[src/rtl/alu_share_pkg.sv]
// ---------------------------------------------------------------------------
// alu_share_pkg
// Shared definitions for the ALU sharing arbiter: opcode encodings understood
// by the shared ALU, the arbiter FSM state encoding and requester ids.
// Used by alu_share_arbiter and rr_arb2.
// ---------------------------------------------------------------------------
package alu_share_pkg;

    // Opcodes understood by the shared ALU. The arbiter forwards them
    // untouched; only ADD and SUB produce a meaningful overflow flag.
    localparam logic [2:0] OP_AND = 3'b000;
    localparam logic [2:0] OP_OR  = 3'b001;
    localparam logic [2:0] OP_ADD = 3'b010;
    localparam logic [2:0] OP_XOR = 3'b011;
    localparam logic [2:0] OP_NOR = 3'b100;
    localparam logic [2:0] OP_SRL = 3'b101;
    localparam logic [2:0] OP_SUB = 3'b110;
    localparam logic [2:0] OP_SLT = 3'b111;

    // Arbiter FSM: wait for a request, drive the ALU for one cycle,
    // then hold the registered result until the owner takes it.
    typedef enum logic [1:0] {
        IDLE = 2'd0,
        EXEC = 2'd1,
        RESP = 2'd2
    } arb_state_e;

    // Requester ids as stored in the grant register.
    localparam logic REQ_ID0 = 1'b0;
    localparam logic REQ_ID1 = 1'b1;

endpackage

[src/rtl/rr_arb2.sv]
// ---------------------------------------------------------------------------
// rr_arb2
// Purely combinational two-input round-robin picker. The history register
// (last granted id) lives in the parent.
//
// Ports:
//   valid0_i  requester 0 wants the resource
//   valid1_i  requester 1 wants the resource
//   last_i    id of the requester granted most recently
//   grant_o   one-hot grant, bit N = requester N wins (zero if no request)
// ---------------------------------------------------------------------------
module rr_arb2
    import alu_share_pkg::*;
(
    input  logic       valid0_i,
    input  logic       valid1_i,
    input  logic       last_i,
    output logic [1:0] grant_o
);

    // On a tie the requester that did not win last time goes first.
    always_comb begin
        grant_o = 2'b00;
        if (valid0_i && valid1_i) begin
            grant_o = (last_i == REQ_ID1) ? 2'b01 : 2'b10;
        end else if (valid0_i) begin
            grant_o = 2'b01;
        end else if (valid1_i) begin
            grant_o = 2'b10;
        end
    end

endmodule

[src/rtl/alu_share_arbiter.sv]
// ---------------------------------------------------------------------------
// alu_share_arbiter
// Shares one combinational ALU between two valid/ready requesters. One
// operation is in flight at a time: accept (IDLE), drive the ALU for one
// cycle (EXEC), then present the registered result to the owner (RESP).
//
// Optional feature: define ALU_ARB_STATS_EN to add per-requester accept
// counters grant_cnt0/grant_cnt1 (CNT_W bits, wrapping).
//
// Ports:
//   clk, rst_n                 clock (rising edge), async active-low reset
//   reqN_valid/ready/op/a/b    request handshake and operands, N = 0,1
//   respN_valid/ready          response handshake, N = 0,1
//   resp_res/zero/overflow     registered ALU outputs, shared by both
//   alu_a/alu_b/alu_op         operands to the ALU (zero outside EXEC)
//   alu_res/zero/overflow      ALU outputs
//   grant_cnt0/grant_cnt1      accept counters (ALU_ARB_STATS_EN only)
// ---------------------------------------------------------------------------
module alu_share_arbiter
    import alu_share_pkg::*;
#(
    parameter int DATA_W = 32
`ifdef ALU_ARB_STATS_EN
    ,
    parameter int CNT_W  = 16
`endif
) (
    input  logic              clk,
    input  logic              rst_n,
    input  logic              req0_valid,
    output logic              req0_ready,
    input  logic [2:0]        req0_op,
    input  logic [DATA_W-1:0] req0_a,
    input  logic [DATA_W-1:0] req0_b,
    input  logic              req1_valid,
    output logic              req1_ready,
    input  logic [2:0]        req1_op,
    input  logic [DATA_W-1:0] req1_a,
    input  logic [DATA_W-1:0] req1_b,
    output logic              resp0_valid,
    input  logic              resp0_ready,
    output logic              resp1_valid,
    input  logic              resp1_ready,
    output logic [DATA_W-1:0] resp_res,
    output logic              resp_zero,
    output logic              resp_overflow,
    output logic [DATA_W-1:0] alu_a,
    output logic [DATA_W-1:0] alu_b,
    output logic [2:0]        alu_op,
    input  logic [DATA_W-1:0] alu_res,
    input  logic              alu_zero,
    input  logic              alu_overflow
`ifdef ALU_ARB_STATS_EN
    ,
    output logic [CNT_W-1:0]  grant_cnt0,
    output logic [CNT_W-1:0]  grant_cnt1
`endif
);

    arb_state_e        state_q, state_d;
    // Doubles as the id of the in-flight operation: it is only rewritten
    // on accept, so during EXEC/RESP it names the current owner.
    logic              last_grant_q, last_grant_d;
    logic [2:0]        op_q, op_d;
    logic [DATA_W-1:0] a_q, a_d;
    logic [DATA_W-1:0] b_q, b_d;
    logic [DATA_W-1:0] res_q, res_d;
    logic              zero_q, zero_d;
    logic              ovf_q, ovf_d;

    logic [1:0]        grant;
    logic              accept;
    logic              resp_take;

    rr_arb2 u_rr_arb2 (
        .valid0_i (req0_valid),
        .valid1_i (req1_valid),
        .last_i   (last_grant_q),
        .grant_o  (grant)
    );

    assign accept      = (state_q == IDLE) && (grant != 2'b00);
    assign req0_ready  = accept & grant[0];
    assign req1_ready  = accept & grant[1];

    assign resp0_valid = (state_q == RESP) && (last_grant_q == REQ_ID0);
    assign resp1_valid = (state_q == RESP) && (last_grant_q == REQ_ID1);
    // Only the owner's ready can release the result.
    assign resp_take   = (resp0_valid & resp0_ready) | (resp1_valid & resp1_ready);

    // The ALU sees operands only during EXEC so it idles on zeros otherwise.
    assign alu_a  = (state_q == EXEC) ? a_q  : '0;
    assign alu_b  = (state_q == EXEC) ? b_q  : '0;
    assign alu_op = (state_q == EXEC) ? op_q : 3'b000;

    assign resp_res      = res_q;
    assign resp_zero     = zero_q;
    assign resp_overflow = ovf_q;

    // Next-state logic. RESP returns to IDLE on the response handshake, so
    // a new accept can happen at the earliest one cycle later.
    always_comb begin
        state_d = state_q;
        case (state_q)
            IDLE:    if (accept) state_d = EXEC;
            EXEC:    state_d = RESP;
            RESP:    if (resp_take) state_d = IDLE;
            default: state_d = IDLE;
        endcase
    end

    // Datapath next values: latch the winner's request on accept and
    // capture the ALU outputs at the end of the single EXEC cycle.
    always_comb begin
        last_grant_d = last_grant_q;
        op_d         = op_q;
        a_d          = a_q;
        b_d          = b_q;
        res_d        = res_q;
        zero_d       = zero_q;
        ovf_d        = ovf_q;
        if (accept) begin
            last_grant_d = grant[1] ? REQ_ID1 : REQ_ID0;
            op_d         = grant[1] ? req1_op : req0_op;
            a_d          = grant[1] ? req1_a  : req0_a;
            b_d          = grant[1] ? req1_b  : req0_b;
        end
        if (state_q == EXEC) begin
            res_d  = alu_res;
            zero_d = alu_zero;
            ovf_d  = alu_overflow;
        end
    end

    // State and datapath registers. last_grant resets to requester 1 so
    // requester 0 wins the first tie.
    always_ff @(posedge clk or negedge rst_n) begin
        if (!rst_n) begin
            state_q      <= IDLE;
            last_grant_q <= REQ_ID1;
            op_q         <= 3'b000;
            a_q          <= '0;
            b_q          <= '0;
            res_q        <= '0;
            zero_q       <= 1'b0;
            ovf_q        <= 1'b0;
        end else begin
            state_q      <= state_d;
            last_grant_q <= last_grant_d;
            op_q         <= op_d;
            a_q          <= a_d;
            b_q          <= b_d;
            res_q        <= res_d;
            zero_q       <= zero_d;
            ovf_q        <= ovf_d;
        end
    end

`ifdef ALU_ARB_STATS_EN
    logic [CNT_W-1:0] cnt0_q, cnt0_d;
    logic [CNT_W-1:0] cnt1_q, cnt1_d;

    // Accept counters wrap naturally at 2^CNT_W.
    always_comb begin
        cnt0_d = cnt0_q;
        cnt1_d = cnt1_q;
        if (req0_ready) cnt0_d = cnt0_q + 1'b1;
        if (req1_ready) cnt1_d = cnt1_q + 1'b1;
    end

    always_ff @(posedge clk or negedge rst_n) begin
        if (!rst_n) begin
            cnt0_q <= '0;
            cnt1_q <= '0;
        end else begin
            cnt0_q <= cnt0_d;
            cnt1_q <= cnt1_d;
        end
    end

    assign grant_cnt0 = cnt0_q;
    assign grant_cnt1 = cnt1_q;
`endif

endmodule

[config.mk]
export PLATFORM = sky130hd
export DESIGN_NAME = alu_share_arbiter
export DESIGN_NICKNAME = d
export VERILOG_FILES = /design/src/rtl/alu_share_pkg.sv /design/src/rtl/rr_arb2.sv /design/src/rtl/alu_share_arbiter.sv
export SDC_FILE = /design/constraint.sdc
export NUM_CORES = 1
export LEC_CHECK = 0
export ABC_CLOCK_PERIOD_IN_PS = 4300
export BUFFER_PORTS_ARGS = -buffer_cell sky130_fd_sc_hd__buf_2
export CAP_MARGIN = 5
export CORE_AREA = 2 2 109 111
export CTS_CLUSTER_DIAMETER = 30
export CTS_CLUSTER_SIZE = 30
export DETAILED_ROUTE_END_ITERATION = 12
export DIE_AREA = 0 0 111 113
export GPL_ROUTABILITY_DRIVEN = 1
export PLACE_DENSITY = 0.85
export REMOVE_ABC_BUFFERS = 1
export SLEW_MARGIN = 20
export SYNTH_ARGS = -nofsm -noshare
export SYNTH_HDL_FRONTEND = slang
export SYNTH_SLANG_ARGS = --single-unit
[constraint.sdc]
create_clock -name clk -period 4.3 [get_ports clk]
set_input_delay 0.43 -clock clk [delete_from_list [all_inputs] [get_ports clk]]
set_output_delay 0.43 -clock clk [all_outputs]
set_load 0.03 [all_outputs]
==> metrics.cfg <==
[synthesis]
netlist_area_sq_um = 5132
ys_seq_area_share_pct = 50.73
yosysWarnings = 0
avgSynthCellArea_sq_um = 9.522
syn_inst = 539
ys_ff_latch = 104
synth_cell_types = 23

[timing]
skew_ps = 4.797
slew_violations = 0
fin_crit_sh_pct = 56.35
hold_viol = 0
fin_ws_ps = 1877
worst_pin_slew_ps = 1006
min_period_ps = 2423
rsz0062_at_grt = no
max_clock_freq_mhz = 412.7
slew_headroom_pct = 32.75
setup_violations = 0

[layout]
multi_input_area_sq_um = 2312
final_common_cell = buf_2
layout-drive-gt1-share_pct = 45.89
syn_to_final_growth_pct = 34.47
final_core_util_pct = 61.23
antenna_cells = 0
layout_common_cells = buf_2, nand2_1, dfrtp_1
fillers = 951
layout.nets = 960
seqCellArea_sq_um = 2604

[route]
wl_microns = 13950
vias = 4865
drtIter0Drc = 325
drc_errors = 0
ant_nets = 0
via_per_inst = 5.209
dr.pass1.iters = 4
post_drt_wl_per_cell_microns = 14.94

[critical_path]
slowest_stage = buf_4
path_max_fanout = 69
critPathKind = reg2out
cp-start-kind = flip-flop
timing.rr.start = last_grant_q
required_ps = 3870
crit_chain = nor2_4, buf_4, nand2_1, nor2_1, buf_2
crit_arrival_ps = 1990
r2r_cells = 4
max_stage_delay_ps = 580
r2r-end = a_q[1]
rrSetupSlack_ps = 2200
worstSetupEndpointType = output pin

[placed_design]
detailedPlace.worstSlack_ps = 2073
place.port_buffers = 278
dp_hpwl_microns = 9779
routabilityCongestion = 0.8375

[floorplan]
num_rows = 39
die-area_sq_um = 12540
fp.dieH_microns = 113
die_w_microns = 111
start_util_pct = 45.53
ios = 279
core-area_sq_um = 11270

[global_routing]
grt_usage_pct = 22.17
met2_usage_pct = 38.69
use_met3_pct = 4.606
grt_pass1_vias = 4872
antenna_found_initial = 0
gr-usage-met1_pct = 26.42
top_usage_layer = met2
overflow = 0
grt_pass1_wl_microns = 22730
grt_start_max_net_pins = 101

[clock_tree]
numCtsBuffers = 9
cts-hold-fix-buffers = 0
clk_pin_slew_worst_paths_ps = 70
htree_levels = 3
cts-root-buf = clkbuf_16
clk_latency_ps = 330
cts_tree = built
clkSinkCount = 104
clock_path_buffers = 2
post-cts-setup-buffers = 0
cts_resized = 0

[run]
max-cap-violations = 0

[worst_hold_path]
hp-class = in2async

[pwr]
leakagePower_nw = 3.437
power_density_nw_per_um2 = 813.8
peakVddDrop_mv = 0.4856

[status]
outcome = finished clean

worst max-delay path: cells and delay by family (launching register included):
kind / cells / cell delay [ps]
buf+inv: 2 / 780
flops: 1 / 450
simple gates: 3 / 420
cells in the mapped netlist, drive strengths merged:
cell type	number	area, sq um
a21boi	1	7.510
nor3	1	5.000
nor2b	2	12.51
a22o	1	8.760
buf	23	141.4
a21bo	1	10.01
or2	1	6.260
dfstp	1	26.28
nor2	4	15.01
clkbuf	26	98.84
nand2	135	506.7
nand2b	1	6.260
inv	1	3.750
a21oi	67	335.3
mux2	35	394.1
o21bai	1	7.510
and2	68	425.4
a31oi	67	544.3
dfrtp	103	2577
per-stage QoR:
stage	hold slack [ps]	instances	power, mW	cell area (sq um)	TNS [ps]
2_1_floorplan	134.4	490	3.846	4892	-14880
3_3_place_gp	484.6	918	4.664	6558	0
3_5_place_dp	489.7	918	4.734	6558	0
4_1_cts	222.8	934	5.666	6902	0
5_1_grt	262.3	934	5.975	6902	0
6_report	188.5	934	5.617	6902	0
worst max-delay path by stage:
stage,from,end,slack (ps),depth (start not counted)
after floorplan,state_q[1],a_q[6],-230,3
after global placement,req0_valid,b_q[18],2110,5
after detailed placement,req0_valid,a_q[1],2070,5
after CTS,state_q[1],req0_ready,1850,5
after global routing,state_q[1],req0_ready,1750,5
final,state_q[1],req0_ready,1880,5
power breakdown:
part | total (mW) | leakage [nW] | switching [mW] | internal, mW
registers | 1.74 | 1.18 | 0.253 | 1.49
logic | 2.95 | 2.09 | 1.92 | 1.03
clock network | 0.924 | 0.162 | 0.354 | 0.570
state kept, by name, indices dropped and copies added (netlist names):
signal and count:
a_q 32, b_q 32, resp_res 32, op_q 3
state_q 2, last_grant_q 1, resp_overflow 1, resp_zero 1
routing by layer:
| metal | vias up | part of all wire (%) |
|---|---|---|
| li1 | 2327 | - |
| met1 | 2249 | 39 |
| met2 | 246 | 49 |
| met3 | 43 | 7.9 |
| met4 | 0 | 3.6 |
| met5 | - | 0 |
area by class of cell:
cell class              count  share of cell area (%)
clock buffers               9                   3.263
clock inverters             7                   1.722
inverters                   1                 0.05439
multi-input cells         385                   33.50
flip-flops and latches    104                   37.73
well taps                 143                   2.592
repair buffers            285                   21.14
cell families after synthesis:
kind of cell / Yosys count / synth area share (%)
AOI/OAI and AO/OA: 138 / 17.80
muxes: 35 / 7.679
buffers and inverters: 50 / 4.754
DFF: 104 / 50.73
and+or+nand+nor: 212 / 19.04
(Power assumes the default switching activity.)
